--- src/rtl/dmem_arbiter_if.sv ---
// Requester and DataMemory signal bundle for dmem_arbiter.
// The arbiter takes the slave side; requesters and the memory sit on the master side.
interface dmem_arbiter_if;
    logic        req0, req1;
    logic        we0, we1;
    logic [31:0] addr0, addr1;
    logic [31:0] wdata0, wdata1;
    logic        ack0, ack1;
    logic        err0, err1;
    logic [31:0] rdata0, rdata1;
    logic [31:0] mem_addr;
    logic        mem_we;
    logic [31:0] mem_wdata;
    logic [31:0] mem_rdata;
    logic        busy;

    modport slave (
        input  req0, req1, we0, we1, addr0, addr1, wdata0, wdata1, mem_rdata,
        output ack0, ack1, err0, err1, rdata0, rdata1,
               mem_addr, mem_we, mem_wdata, busy
    );

    modport master (
        output req0, req1, we0, we1, addr0, addr1, wdata0, wdata1, mem_rdata,
        input  ack0, ack1, err0, err1, rdata0, rdata1,
               mem_addr, mem_we, mem_wdata, busy
    );
endinterface

--- src/rtl/dmem_arbiter.sv ---
// Two-port round-robin arbiter in front of the single-port DataMemory.
// One access per SERVE/RESP pair; bad addresses are acked with err and never touch memory.
module dmem_arbiter #(
    parameter int AW = 8
) (
    input logic          clk,
    input logic          rst_n,
    dmem_arbiter_if.slave bus
);
    localparam logic [1:0] S_IDLE  = 2'd0;
    localparam logic [1:0] S_SERVE = 2'd1;
    localparam logic [1:0] S_RESP  = 2'd2;

    logic [1:0]       state;
    logic             last;
    logic             gnt;
    logic             l_we;
    logic [31:0]      l_addr;
    logic [31:0]      l_wdata;

    logic [1:0]       req, we;
    logic [1:0][31:0] addr, wdata;
    logic [1:0]       ack, err;
    logic [1:0][31:0] rdata;

    logic [1:0]       mask, elig;
    logic             grant_any, pick, bad;

    assign req   = {bus.req1, bus.req0};
    assign we    = {bus.we1, bus.we0};
    assign addr  = {bus.addr1, bus.addr0};
    assign wdata = {bus.wdata1, bus.wdata0};

    // The port being acked in RESP is masked so a held request cannot win twice in a row.
    always_comb begin
        mask = 2'b00;
        if (state == S_RESP) mask = gnt ? 2'b10 : 2'b01;
        elig = 2'b00;
        if (state == S_IDLE || state == S_RESP) elig = req & ~mask;
        grant_any = |elig;
        pick      = (&elig) ? ~last : elig[1];
    end

    assign bad = (l_addr[31:AW+2] != '0) || (l_addr[1:0] != 2'b00);

    always_ff @(posedge clk or negedge rst_n) begin
        if (!rst_n) begin
            state   <= S_IDLE;
            last    <= 1'b1;
            gnt     <= 1'b0;
            l_we    <= 1'b0;
            l_addr  <= '0;
            l_wdata <= '0;
        end else begin
            case (state)
                S_IDLE, S_RESP: begin
                    if (grant_any) begin
                        state   <= S_SERVE;
                        gnt     <= pick;
                        last    <= pick;
                        l_we    <= we[pick];
                        l_addr  <= addr[pick];
                        l_wdata <= wdata[pick];
                    end else begin
                        state <= S_IDLE;
                    end
                end
                S_SERVE: state <= S_RESP;
                default: state <= S_IDLE;
            endcase
        end
    end

    always_ff @(posedge clk or negedge rst_n) begin
        if (!rst_n) begin
            ack   <= '0;
            err   <= '0;
            rdata <= '0;
        end else begin
            for (int i = 0; i < 2; i++) begin
                ack[i] <= 1'b0;
                err[i] <= 1'b0;
                if (state == S_SERVE && gnt == 1'(i)) begin
                    ack[i] <= 1'b1;
                    err[i] <= bad;
                    if (!l_we && !bad) rdata[i] <= bus.mem_rdata;
                end
            end
        end
    end

    // Write enable is decoded from registered state so an async reset kills it at once.
    assign bus.mem_we    = (state == S_SERVE) && l_we && !bad;
    assign bus.mem_addr  = l_addr;
    assign bus.mem_wdata = l_wdata;
    assign bus.busy      = (state != S_IDLE);

    assign bus.ack0   = ack[0];
    assign bus.ack1   = ack[1];
    assign bus.err0   = err[0];
    assign bus.err1   = err[1];
    assign bus.rdata0 = rdata[0];
    assign bus.rdata1 = rdata[1];
endmodule

--- src/flat_wrapper.sv ---
// flat-port wrapper written by rule: the top's interface ports become plain ports
module dmem_arbiter_flat 
#(
    parameter int AW = 8
)
  (clk, rst_n, bus_req0, bus_req1, bus_we0, bus_we1, bus_addr0, bus_addr1, bus_wdata0, bus_wdata1, bus_mem_rdata, bus_ack0, bus_ack1, bus_err0, bus_err1, bus_rdata0, bus_rdata1, bus_mem_addr, bus_mem_we, bus_mem_wdata, bus_busy);
  dmem_arbiter_if bus_i ();
  input logic clk;
  input logic rst_n;
  input wire logic [$bits(bus_i.req0)-1:0] bus_req0;
  input wire logic [$bits(bus_i.req1)-1:0] bus_req1;
  input wire logic [$bits(bus_i.we0)-1:0] bus_we0;
  input wire logic [$bits(bus_i.we1)-1:0] bus_we1;
  input wire logic [$bits(bus_i.addr0)-1:0] bus_addr0;
  input wire logic [$bits(bus_i.addr1)-1:0] bus_addr1;
  input wire logic [$bits(bus_i.wdata0)-1:0] bus_wdata0;
  input wire logic [$bits(bus_i.wdata1)-1:0] bus_wdata1;
  input wire logic [$bits(bus_i.mem_rdata)-1:0] bus_mem_rdata;
  output wire logic [$bits(bus_i.ack0)-1:0] bus_ack0;
  output wire logic [$bits(bus_i.ack1)-1:0] bus_ack1;
  output wire logic [$bits(bus_i.err0)-1:0] bus_err0;
  output wire logic [$bits(bus_i.err1)-1:0] bus_err1;
  output wire logic [$bits(bus_i.rdata0)-1:0] bus_rdata0;
  output wire logic [$bits(bus_i.rdata1)-1:0] bus_rdata1;
  output wire logic [$bits(bus_i.mem_addr)-1:0] bus_mem_addr;
  output wire logic [$bits(bus_i.mem_we)-1:0] bus_mem_we;
  output wire logic [$bits(bus_i.mem_wdata)-1:0] bus_mem_wdata;
  output wire logic [$bits(bus_i.busy)-1:0] bus_busy;
  assign bus_i.req0 = bus_req0;
  assign bus_i.req1 = bus_req1;
  assign bus_i.we0 = bus_we0;
  assign bus_i.we1 = bus_we1;
  assign bus_i.addr0 = bus_addr0;
  assign bus_i.addr1 = bus_addr1;
  assign bus_i.wdata0 = bus_wdata0;
  assign bus_i.wdata1 = bus_wdata1;
  assign bus_i.mem_rdata = bus_mem_rdata;
  assign bus_ack0 = bus_i.ack0;
  assign bus_ack1 = bus_i.ack1;
  assign bus_err0 = bus_i.err0;
  assign bus_err1 = bus_i.err1;
  assign bus_rdata0 = bus_i.rdata0;
  assign bus_rdata1 = bus_i.rdata1;
  assign bus_mem_addr = bus_i.mem_addr;
  assign bus_mem_we = bus_i.mem_we;
  assign bus_mem_wdata = bus_i.mem_wdata;
  assign bus_busy = bus_i.busy;
  dmem_arbiter #(.AW(AW)) u_core (.clk(clk), .rst_n(rst_n), .bus(bus_i));
endmodule
--- config.mk ---
export PLATFORM = sky130hd
export DESIGN_NAME = dmem_arbiter_flat
export DESIGN_NICKNAME = d
export VERILOG_FILES = /design/src/rtl/dmem_arbiter_if.sv /design/src/rtl/dmem_arbiter.sv /design/src/flat_wrapper.sv
export SDC_FILE = /design/constraint.sdc
export NUM_CORES = 1
export LEC_CHECK = 0
export ABC_AREA = 1
export BUFFER_PORTS_ARGS = -buffer_cell sky130_fd_sc_hd__buf_2
export CAP_MARGIN = 20
export CORE_MARGIN = 1
export CORE_UTILIZATION = 42
export DETAILED_ROUTE_END_ITERATION = 16
export PLACE_DENSITY = 0.77
export SLEW_MARGIN = 20
export SYNTH_ARGS = -nofsm -noshare
export SYNTH_HDL_FRONTEND = slang
export SYNTH_SLANG_ARGS = --single-unit
--- constraint.sdc ---
create_clock -name clk -period 1.5 [get_ports clk]
set_clock_uncertainty 0.05 [all_clocks]
set_input_delay 0.075 -clock clk [delete_from_list [all_inputs] [get_ports clk]]
set_output_delay 0.075 -clock clk [all_outputs]
set_load 0.01 [all_outputs]
==> run_results.csv <==
group,metric,value,unit
sta,fin_ws,-804.3,ps
pwr,leakage,6.162,nW
detailed_routing,drcViolationCount,0,
detailed_routing,dr.pass1.iters,6,
grt,grt_max_degree,54,
logic_synthesis,yosys-top-cells-area,"dfrtp_1 57%, nand2_1 17%, nand3_1 11%",
logic_synthesis,netlist.top_cell.by_area,"dfrtp_1",
cells_and_area,finalInstanceArea,12740,µm²
placed_design,gp_congestion,0.8373,
cells_and_area,final-seq-area,3431,µm²
sta,grt_setup_unrepaired,"true",
logic_synthesis,synth_cell_types,22,
die,io_pins,300,
logic_synthesis,synth_most_common_cell,"nand2_1",
grt,antenna_found_initial,7,
logic_synthesis,synthCells,691,
grt,grt_pass1_vias,8165,
clock_tree,path_clk_slew,70,ps
cells_and_area,multi_input_area,3520,µm²
logic_synthesis,synth_async_sr_flop_share,100.0,%
clock_tree,htree_levels,4,
die,core-area,13930,µm²
die,dieArea,14780,µm²
sta,finalCritPeriodShare,153.6,%
logic_synthesis,synth-edff-count,0,
logic_synthesis,synth_area_per_cell,8.693,µm²
logic_synthesis,yosysSeqAreaShare,57.09,%
cells_and_area,drive_above_1_share,54.70,%
clock_tree,clock_insertion_delay_worst_skew,430,ps
die,dieWidth,121.6,µm
sta,maxSlewHeadroom,71.92,%
logic_synthesis,syn-cell-area,6007,µm²
setup_path,crit_arrival,2180,ps
detailed_routing,wl_met3,5.649,mm
pwr,powerDensity,1875,nW/µm²
placed_design,io_buffer_count,299,
die,start_util,43.11,%
logic_synthesis,ys.flop_type,"dfrtp_1",
setup_path,cp_num_buf_inv,2,
placed_design,place_hpwl,13.72,mm
logic_synthesis,synth_top_area_share,56.65,%
run,maxCapViolCount,0,
sta,fin_crit,2304,ps
detailed_routing,wirelength,40.40,mm
cells_and_area,postLayoutCoreUtil,91.46,%
clock_tree,cts_made_buffers,17,
detailed_routing,viasPerCell,6.323,
die,row_count,43,
setup_path,critPathLaunchType,"flip-flop",
pwr,fin_total_pwr,23.90,mW
setup_path,crit_chain,"nor2_1, nand2_1, nor2_1, nand2_1, buf_4, nor4_2, buf_2",
hold_path,hold_class,"in2async",
logic_synthesis,synth_commonest_cells,"265 x nand2_1, 136 x dfrtp_1, 131 x nand3_1",
logic_synthesis,ys_ff_latch,137,
setup_path,critPathKind,"reg2out",
setup_path,worst_setup_path_end_kind,"primary output",
placed_design,placed_cell_area,8088,µm²
die,die_y,121.6,µm
clock_tree,cts_tree,"done",
detailed_routing,routedWlPerCell,28.03,µm
clock_tree,cts_max_path_buffers,2,
clock_tree,clock-sinks,137,
setup_path,required,1370,ps
cells_and_area,layout.nets,1407,
detailed_routing,wl_met1,12.67,mm
clock_tree,cts_root_buffer,"clkbuf_16",
setup_path,crit_family,"simple AND/OR/NAND/NOR gates",
detailed_routing,via_count,9112,
detailed_routing,route.antenna.remaining_nets,0,
sta,hold_violations,0,
setup_path,path_max_fanout,3,
grt,overflow,0,
detailed_routing,top_layer,"met5",
grt,gr-usage-all-layers,37.18,%
sta,setup_violations,134,
logic_synthesis,synth_fp_nets,857,
cells_and_area,area_growth,112.2,%
sta,slew_viol_final,0,
setup_path,crit_slowest_cell,"dfrtp_1",
detailed_routing,wl_met2,17.60,mm
pwr,vdd_ir_drop_max,1218,µV
setup_path,max_stage_delay,410,ps
outcome,failed_checks,"negative setup slack",
logic_synthesis,ys_warn_count,0,
detailed_routing,drt-initial-drc-count,1247,
sta,worst_pin_slew,419.7,ps
sta,clock.fmax,434.0,MHz
sta,fin_tns_setup,-66390,ps
cells_and_area,n_fill_cell,463,
outcome,outcome,"finished with violations",
grt,grt_pass1_wl,41.91,mm
## timing repair
action / in CTS / in global routing
endpoints found under the hold margin: 266 / 0
gates cloned: 11 / 15
setup buffers: 14 / 25
hold buffers: 164 / 0
pin swaps: 25 / 97
resized for setup: 49 / 336
setup endpoints to repair: 129 / 131
## power breakdown
part	switching, mW	total [mW]	internal [mW]	leakage (nW)
registers	1.20	5.93	4.73	1.43
logic	7.63	13.3	5.66	4.42
clock network	1.88	4.67	2.79	0.303
## cells by family (layout without fill, tap and decap cells)
| family | count (synthesis) | in the layout | share of synthesized area (%) |
|---|---|---|---|
| other cells | 0 | 7 | 0 |
| flops | 137 | 137 | 57.09 |
| compound gates | 7 | 7 | 0.6874 |
| simple gates | 483 | 483 | 36.12 |
| buf+inv | 64 | 627 | 6.103 |
## stage by stage
stage                     cells  hold WS (ps)  setup slack (ps)
after detailed placement   1185        -129.1            -206.7
after floorplan             691        -270.6             68.57
after global routing       1441         24.79            -876.1
after global placement     1185        -126.7            -160.4
final                      1441         9.875            -804.3
after CTS                  1406         6.355            -310.9
## worst register-to-register path: stages, from the launching register on
cell     delay (ps)
dfrtp_1         410
nor2_1          360
nand2_1         140
nor2_1          140
nand2_1         110
buf_6           140
nor2_4          160
buf_4           160
nand3_2          80
buf_12          190
nand2_1         110
nand2_1          70
## layer usage
| metal | track usage, % | vias to the layer above |
|---|---|---|
| met5 | 0 | - |
| met4 | 27.31 | 2 |
| met3 | 9.410 | 392 |
| met2 | 62.36 | 1051 |
| met1 | 40.81 | 4239 |
| li1 | - | 3428 |
## cell type report
class / instances / share of cell area, %
Antenna cell: 7 / 0.1374
Clock buffer: 17 / 3.338
Clock inverter: 15 / 1.561
Inverter: 11 / 0.5203
Multi-Input combinational cell: 490 / 27.62
Sequential cell: 137 / 26.92
Tap cell: 180 / 1.767
Timing Repair Buffer: 583 / 38.07
Timing Repair inverter: 1 / 0.06872
## worst paths after layout
path,end,startpoint,slack (ps),depth (start not counted)
worst max-delay path,bus_mem_we,u_core.bus.mem_addr[25]$_DFFE_PN0P_,-800,7
worst min-delay path,u_core.ack[0]$_DFF_PN0_,rst_n,10,2
worst max register to register,u_core.bus.rdata1[23]$_DFFE_PN0P_,u_core.bus.mem_addr[25]$_DFFE_PN0P_,-760,11
worst min register to register,u_core.bus.rdata1[19]$_DFFE_PN0P_,u_core.bus.rdata1[19]$_DFFE_PN0P_,420,2
max in group asynchronous,u_core.bus.rdata0[23]$_DFFE_PN0P_,rst_n,740,3
min in group clk,u_core.bus.mem_wdata[31]$_DFFE_PN0P_,bus_req1,250,7
## cell usage in the layout (no fill, tap or decap), drive strengths merged
| master | instances |
|---|---|
| nand4 | 65 |
| o211ai | 1 |
| clkinv | 9 |
| diode | 7 |
| clkinvlp | 2 |
| o21ai | 4 |
| nand2 | 267 |
| nor2 | 18 |
| bufinv | 4 |
| dlygate4sd3 | 164 |
| dfstp | 1 |
| inv | 12 |
| a21oi | 2 |
| or2 | 1 |
| dfrtp | 136 |
| nand3 | 131 |
| nor4 | 1 |
| clkbuf | 29 |
| buf | 407 |
## state kept, by name, indices dropped and copies added (netlist names)
signal and cells:
u_core.l_we 1, u_core.err 2, u_core.state 2, u_core.ack 2
u_core.bus.mem_addr 32, u_core.last 1, u_core.bus.rdata0 32, u_core.bus.rdata1 32
u_core.gnt 1, u_core.bus.mem_wdata 32
Power figures use the tool's default switching activity.
